[config.mk]
export PLATFORM = sky130hd
export DESIGN_NAME = master_mode_fsm
export DESIGN_NICKNAME = d
export VERILOG_FILES = /design/src/rtl/master_mode_fsm.sv
export SDC_FILE = /design/constraint.sdc
export NUM_CORES = 1
export LEC_CHECK = 0
export ABC_CLOCK_PERIOD_IN_PS = 4600
export BUFFER_PORTS_ARGS = -buffer_cell sky130_fd_sc_hd__buf_2
export CAP_MARGIN = 40
export CORE_MARGIN = 3
export CORE_UTILIZATION = 55
export DETAILED_ROUTE_END_ITERATION = 6
export PLACE_DENSITY = 0.72
export SYNTH_ARGS = -nofsm -noshare
export SYNTH_HDL_FRONTEND = slang
export SYNTH_SLANG_ARGS = --single-unit
[constraint.sdc]
create_clock -name clk -period 4.6 [get_ports clk]
set_input_delay 0.23 -clock clk [delete_from_list [all_inputs] [get_ports clk]]
set_output_delay 0.23 -clock clk [all_outputs]
set_load 0.02 [all_outputs]
[src/rtl/master_mode_fsm.sv]
// master_mode_fsm: top-level mode controller for the recorder/player.
// Edge-detects the key-state vector, sequences record / playback / pause /
// done, owns the record/playback time counter and keeps one recorded length
// per slot. All outputs except activeLength come straight from registers.
module master_mode_fsm #(
  parameter int NUM_KEYS    = 29,
  parameter int KEY_SPACE   = 28,
  parameter int KEY_RESTART = 18,
  parameter int KEY_PAUSE   = 24,
  parameter int KEY_LOOP    = 14,
  parameter int NUM_SLOTS   = 4,
  parameter int TIME_W      = 20
) (
  input  logic                         clk,
  input  logic                         resetn,
  input  logic [NUM_KEYS-1:0]          inputStateStorage,
  input  logic                         tick,
  output logic [2:0]                   currentState,
  output logic                         timerEnable,
  output logic [TIME_W-1:0]            timeCount,
  output logic [$clog2(NUM_SLOTS)-1:0] activeSlot,
  output logic [TIME_W-1:0]            activeLength,
  output logic [NUM_SLOTS-1:0]         slotValid,
  output logic                         loopMode
);
  localparam int SLOT_W = $clog2(NUM_SLOTS);

  typedef enum logic [2:0] {
    ST_START   = 3'd0,
    ST_RECORD  = 3'd1,
    ST_PLAY    = 3'd2,
    ST_RESTART = 3'd3,
    ST_PAUSE   = 3'd4,
    ST_DONE    = 3'd5
  } state_t;

  state_t               state_r, nextState_s;
  logic [NUM_KEYS-1:0]  keyPrev_r, keyEvent_s;
  logic [TIME_W-1:0]    timeCount_r, nextCount_s, lenData_s;
  logic [SLOT_W-1:0]    activeSlot_r, nextSlot_s, slotSel_s;
  logic [NUM_SLOTS-1:0] slotValid_r, nextValid_s;
  logic                 loopMode_r, nextLoop_s, timerEnable_r;
  logic                 lenWrite_s, slotHit_s, enterRecord_s;
  logic                 spaceEv_s, restartEv_s, pauseEv_s;
  logic                 unusedKeys_s;
  logic [TIME_W-1:0]    lengths_r [NUM_SLOTS];

  assign currentState = state_r;
  assign timerEnable  = timerEnable_r;
  assign timeCount    = timeCount_r;
  assign activeSlot   = activeSlot_r;
  assign slotValid    = slotValid_r;
  assign loopMode     = loopMode_r;
  assign activeLength = lengths_r[activeSlot_r];
  // Key events that no state decodes are folded into a single sink.
  assign unusedKeys_s = ^keyEvent_s;

  // Edge detection, slot-key decode and next-state / next-datapath logic.
  always_comb begin
    keyEvent_s    = inputStateStorage & ~keyPrev_r;
    spaceEv_s     = keyEvent_s[KEY_SPACE];
    restartEv_s   = keyEvent_s[KEY_RESTART];
    pauseEv_s     = keyEvent_s[KEY_PAUSE];
    slotHit_s     = 1'b0;
    slotSel_s     = {SLOT_W{1'b0}};
    nextState_s   = state_r;
    nextCount_s   = timeCount_r;
    nextSlot_s    = activeSlot_r;
    nextValid_s   = slotValid_r;
    nextLoop_s    = loopMode_r ^ keyEvent_s[KEY_LOOP];
    lenWrite_s    = 1'b0;
    lenData_s     = {TIME_W{1'b0}};
    enterRecord_s = 1'b0;

    // Scan downwards so the lowest pressed slot key ends up selected.
    for (int i = NUM_SLOTS - 1; i >= 0; i--) begin
      if (keyEvent_s[i]) begin
        slotHit_s = 1'b1;
        slotSel_s = SLOT_W'(i);
      end else begin
        slotHit_s = slotHit_s;
      end
    end

    case (state_r)
      ST_START: begin
        if (spaceEv_s) begin
          enterRecord_s = 1'b1;
        end else if (slotHit_s) begin
          nextSlot_s = slotSel_s;
        end else begin
          nextState_s = ST_START;
        end
      end
      ST_RECORD: begin
        if (spaceEv_s) begin
          // Length excludes a tick arriving in the same cycle.
          lenWrite_s                = 1'b1;
          lenData_s                 = timeCount_r;
          nextValid_s[activeSlot_r] = 1'b1;
          nextCount_s               = {TIME_W{1'b0}};
          nextState_s               = ST_PLAY;
        end else if (tick && (&timeCount_r)) begin
          // Counter saturated: close the recording at full length.
          lenWrite_s                = 1'b1;
          lenData_s                 = {TIME_W{1'b1}};
          nextValid_s[activeSlot_r] = 1'b1;
          nextCount_s               = {TIME_W{1'b0}};
          nextState_s               = ST_PLAY;
        end else if (tick) begin
          nextCount_s = timeCount_r + {{(TIME_W-1){1'b0}}, 1'b1};
        end else begin
          nextCount_s = timeCount_r;
        end
      end
      ST_PLAY: begin
        if (spaceEv_s) begin
          enterRecord_s = 1'b1;
        end else if (restartEv_s) begin
          nextState_s = ST_RESTART;
        end else if (pauseEv_s) begin
          nextState_s = ST_PAUSE;
        end else if (timeCount_r == activeLength) begin
          nextState_s = loopMode_r ? ST_RESTART : ST_DONE;
        end else if (tick) begin
          nextCount_s = timeCount_r + {{(TIME_W-1){1'b0}}, 1'b1};
        end else begin
          nextCount_s = timeCount_r;
        end
      end
      ST_RESTART: begin
        // Single cycle; key events other than Tab are ignored here.
        nextCount_s = {TIME_W{1'b0}};
        nextState_s = ST_PLAY;
      end
      ST_PAUSE: begin
        if (spaceEv_s) begin
          enterRecord_s = 1'b1;
        end else if (restartEv_s) begin
          nextState_s = ST_RESTART;
        end else if (pauseEv_s) begin
          nextState_s = ST_PLAY;
        end else begin
          nextState_s = ST_PAUSE;
        end
      end
      ST_DONE: begin
        if (spaceEv_s) begin
          enterRecord_s = 1'b1;
        end else if (restartEv_s) begin
          nextState_s = slotValid_r[activeSlot_r] ? ST_RESTART : ST_DONE;
        end else if (slotHit_s) begin
          // Counter keeps showing the length of whichever slot is active.
          nextSlot_s  = slotSel_s;
          nextCount_s = lengths_r[slotSel_s];
        end else begin
          nextState_s = ST_DONE;
        end
      end
      default: begin
        nextState_s = ST_START;
        nextCount_s = {TIME_W{1'b0}};
      end
    endcase

    // Common RECORD entry: restart the counter and invalidate the slot.
    if (enterRecord_s) begin
      nextState_s               = ST_RECORD;
      nextCount_s               = {TIME_W{1'b0}};
      nextValid_s[activeSlot_r] = 1'b0;
    end else begin
      nextValid_s = nextValid_s;
    end
  end

  // State, counter, slot bookkeeping, length store and key history.
  always_ff @(posedge clk) begin
    if (!resetn) begin
      state_r       <= ST_START;
      keyPrev_r     <= {NUM_KEYS{1'b1}};
      timeCount_r   <= {TIME_W{1'b0}};
      activeSlot_r  <= {SLOT_W{1'b0}};
      slotValid_r   <= {NUM_SLOTS{1'b0}};
      loopMode_r    <= 1'b0;
      timerEnable_r <= 1'b0;
      for (int i = 0; i < NUM_SLOTS; i++) begin
        lengths_r[i] <= {TIME_W{1'b0}};
      end
    end else begin
      state_r       <= nextState_s;
      keyPrev_r     <= inputStateStorage;
      timeCount_r   <= nextCount_s;
      activeSlot_r  <= nextSlot_s;
      slotValid_r   <= nextValid_s;
      loopMode_r    <= nextLoop_s;
      timerEnable_r <= (nextState_s == ST_RECORD) || (nextState_s == ST_PLAY);
      if (lenWrite_s) begin
        lengths_r[activeSlot_r] <= lenData_s;
      end
    end
  end
endmodule

==> run_results.csv <==
group,metric,value,unit
min_path,holdPathEnd,"keyPrev_r[18]$_SDFF_PN1_",
placement,post_dp_cell_area,6930,um^2
routing,drt-total-wl,17400,um
min_path,hold_class,"in2reg",
sta,tightest_slew,0.757,ns
routing,drtPass1Iterations,5,
clocking,htreeDepth,4,
global_routing,grt_use_total,0.284,
final_layout,final_area,7520,um^2
power_and_ir_drop,seqPwrFrac,0.444,
outcome,outcome,"completed",
yosys,synthArstFlopShare,0,
yosys,synth-compound-area-share,0.110,
global_routing,met2_usage,0.438,
worst_setup_path,reg2reg_depth,9,
placement,portBuffers,61,
sta,report.final.slew_viol_count,0,
placement,gp_congestion,0.846,
worst_setup_path,required,4.91,ns
clocking,clk_pin_slew,0.06,ns
global_routing,grt_pass1_vias,5142,
power_and_ir_drop,net-switching-power,0.645,mW
yosys,syn_area,6450,um^2
sta,fmax,287,MHz
global_routing,grtUsageMet1,0.371,
floorplanning,ios,83,
yosys,synth_xor_area_frac,0.0407,
power_and_ir_drop,cellPowerDensity,361,nW/um^2
global_routing,overflow,0,
clocking,clock_path_buffers,2,
yosys,synth-simple-area-share,0.167,
min_path,hold_depth,2,
routing,drt-initial-drc-count,492,
worst_setup_path,cp-start-kind,"flop",
floorplanning,rows,38,
yosys,syn_area_per_cell,11.3,um^2
sta,slew_headroom,0.495,
clocking,cts_root_buffer,"clkbuf_16",
worst_setup_path,cp.arrival,3.79,ns
yosys,synthMuxAreaShare,0.145,
placement,dp_slack,1.17,ns
power_and_ir_drop,ir_drop,0.000314,V
worst_setup_path,path_class,"reg2reg",
yosys,yosysTopAreaCellShare,0.372,
yosys,synth_top_family_by_area,"simple AND/OR/NAND/NOR gates",
final_layout,fin_util,0.676,
worst_setup_path,cp_max_fo,20,
yosys,synth_cell_type_count,53,
sta,skew,0.00985,ns
global_routing,grt-busiest-layer,"met2",
floorplanning,die_area,13100,um^2
clocking,clock_sinks,121,
final_layout,n_antenna_cell,0,
power_and_ir_drop,comb_power_share,0.102,
clocking,clock_latency,0.42,ns
worst_setup_path,reg2reg_setup_slack,1.12,ns
yosys,synth_common_cells,"nor2_1 (110), edfxtp_1 (80), dfxtp_1 (41), mux4_2 (41), clkbuf_1 (40)",
routing,via_per_inst,6.40,
yosys,ys_top_cells_by_area,"edfxtp_1 (37%), mux4_2 (14%), dfxtp_1 (13%)",
worst_setup_path,r2r_end,"timeCount[16]$_SDFFE_PP0P_",
routing,ant_nets,0,
clocking,tritoncts,"built",
sta,hold_viol,0,
placement,dp_hpwl,11500,um
yosys,syn_nets,605,
routing,vias,5002,
global_routing,grt_pass1_wl,27500,um
global_routing,grt_max_degree,28,
run,maxCapViolations,0,
sta,setup_ws,1.12,ns
clocking,postCtsSetupBuffers,0,
yosys,synthCells,572,
floorplanning,start_util,0.580,
power_and_ir_drop,clkPwrFrac,0.454,
final_layout,drive_gt1_frac,0.253,
yosys,synth-edff-count,80,
final_layout,area_growth,16.6,%
sta,setup_viol,0,
sta,rsz0062_at_grt,"no",
routing,drc,0,
sta,finalCriticalPeriod,3.48,ns
sta,tns,0,ns
final_layout,nFillCells,869,
floorplanning,core,11100,um^2
yosys,synth_largest_area_cell,"edfxtp_1",
final_layout,num-nets-final,661,
yosys,yosys_warnings,0,
routing,wire_per_inst,22.3,um
power_and_ir_drop,internal-power,2.07,mW
yosys,yosysMostFrequentCell,"nor2_1",
yosys,seq_area_frac_synth,0.500,
global_routing,antenna_found_initial,0,
yosys,ys.flop_type,"edfxtp_1",
sta,finalCritPeriodShare,0.757,
clocking,cts.hold.buffers_added,4,
floorplanning,die_y,114,um
floorplanning,die_w,114,um
yosys,ys_ff_latch,121,
power_and_ir_drop,p_sw_frac,0.237,
min_path,min-delay-start,"inputStateStorage[18]",
global_routing,grt_use_met3,0.0724,
yosys,synth_fa_ha_area_frac,0.00194,
worst_setup_path,cp-end-kind,"flop",
power_and_ir_drop,power_leakage,2.98,nW
clocking,ctsResizeCount,0,
power_and_ir_drop,p_total,2.72,mW
clocking,cts_buffers,17,
-- worst max-delay path, stage by stage, from the launching register on --
cell,delay (ns)
dfxtp_1,0.31
buf_4,0.42
mux4_2,0.59
xnor2_1,0.33
nand4_1,0.20
o31ai_1,0.27
nand3_1,0.43
buf_4,0.37
and4_1,0.18
a221o_1,0.25
-- cells in the final DEF (no fill, tap or decap), types with 17 or more instances in the layout --
master / netlist / routed
buf_2: 2 / 61
a22o_1: 24 / 24
clkbuf_16: 0 / 17
nand2_1: 29 / 29
dfxtp_1: 41 / 41
mux4_2: 41 / 41
edfxtp_1: 80 / 80
nand2b_1: 19 / 19
nor2_1: 110 / 110
xnor2_1: 26 / 26
-- cell type report --
cell class	instances	area, um^2	share of cell area
flip-flops and latches	121	3220	0.429
clock buffers	23	478	0.0636
repair buffers	82	480	0.0639
clock inverters	9	72.6	0.00965
well taps	140	175	0.0233
inverters	16	60.1	0.00799
multi-input cells	390	3030	0.403
-- worst max path at each step --
stage,startpoint,end,cells past startpoint
floorplan,timeCount[1]$_SDFFE_PP0P_,lengths_r[0][0]$_SDFFCE_PN0P_,6
global placement,flop,timeCount[3]$_SDFFE_PP0P_,9
detailed placement,flop,timeCount[16]$_SDFFE_PP0P_,9
CTS,flop,timeCount[16]$_SDFFE_PP0P_,9
global route,flop,timeCount[16]$_SDFFE_PP0P_,9
finish,flop,timeCount[16]$_SDFFE_PP0P_,9
-- stage by stage --
| step | instances | hold WS (ns) |
|---|---|---|
| 2_1_floorplan | 572 | 0.331 |
| 3_3_place_gp | 744 | 0.422 |
| 3_5_place_dp | 745 | 0.431 |
| 4_1_cts | 781 | 0.00909 |
| 5_1_grt | 781 | 0.0314 |
| 6_report | 781 | 0.0237 |
-- power groups by stage --
stage	registers [mW]	logic, mW	clock network, mW
global placement	1.22	0.272	0
CTS	1.21	0.279	1.25
detailed placement	1.23	0.274	0
floorplan	1.23	0.185	0
finish	1.21	0.279	1.23
global route	1.21	0.298	1.30
-- kinds of logic (layout without fill, tap and decap cells) --
kind of cell	after synthesis	after routing
compound gates	91	91
xor+xnor	30	30
fa+ha+maj	1	1
buf+inv	61	130
flops	121	121
mux	42	42
simple gates	226	226
-- per-layer routing --
| layer | part of all wire | wire [um] | vias up |
|---|---|---|---|
| met4 | 0.045 | 779 | 0 |
| met2 | 0.48 | 8360 | 245 |
| met1 | 0.39 | 6780 | 2446 |
| li1 | - | - | 2255 |
| met3 | 0.085 | 1470 | 56 |
| met5 | 0 | 0 | - |
-- flip-flops by register name (all words and copies together), names as in the netlist, named ones only --
signal / cells
activeSlot: 2
lengths_r: 80
loopMode: 1
slotValid: 4
timerEnable: 1
currentState: 3
timeCount: 20
keyPrev_r: 8
Note: power is estimated with default switching activity, not from simulation.
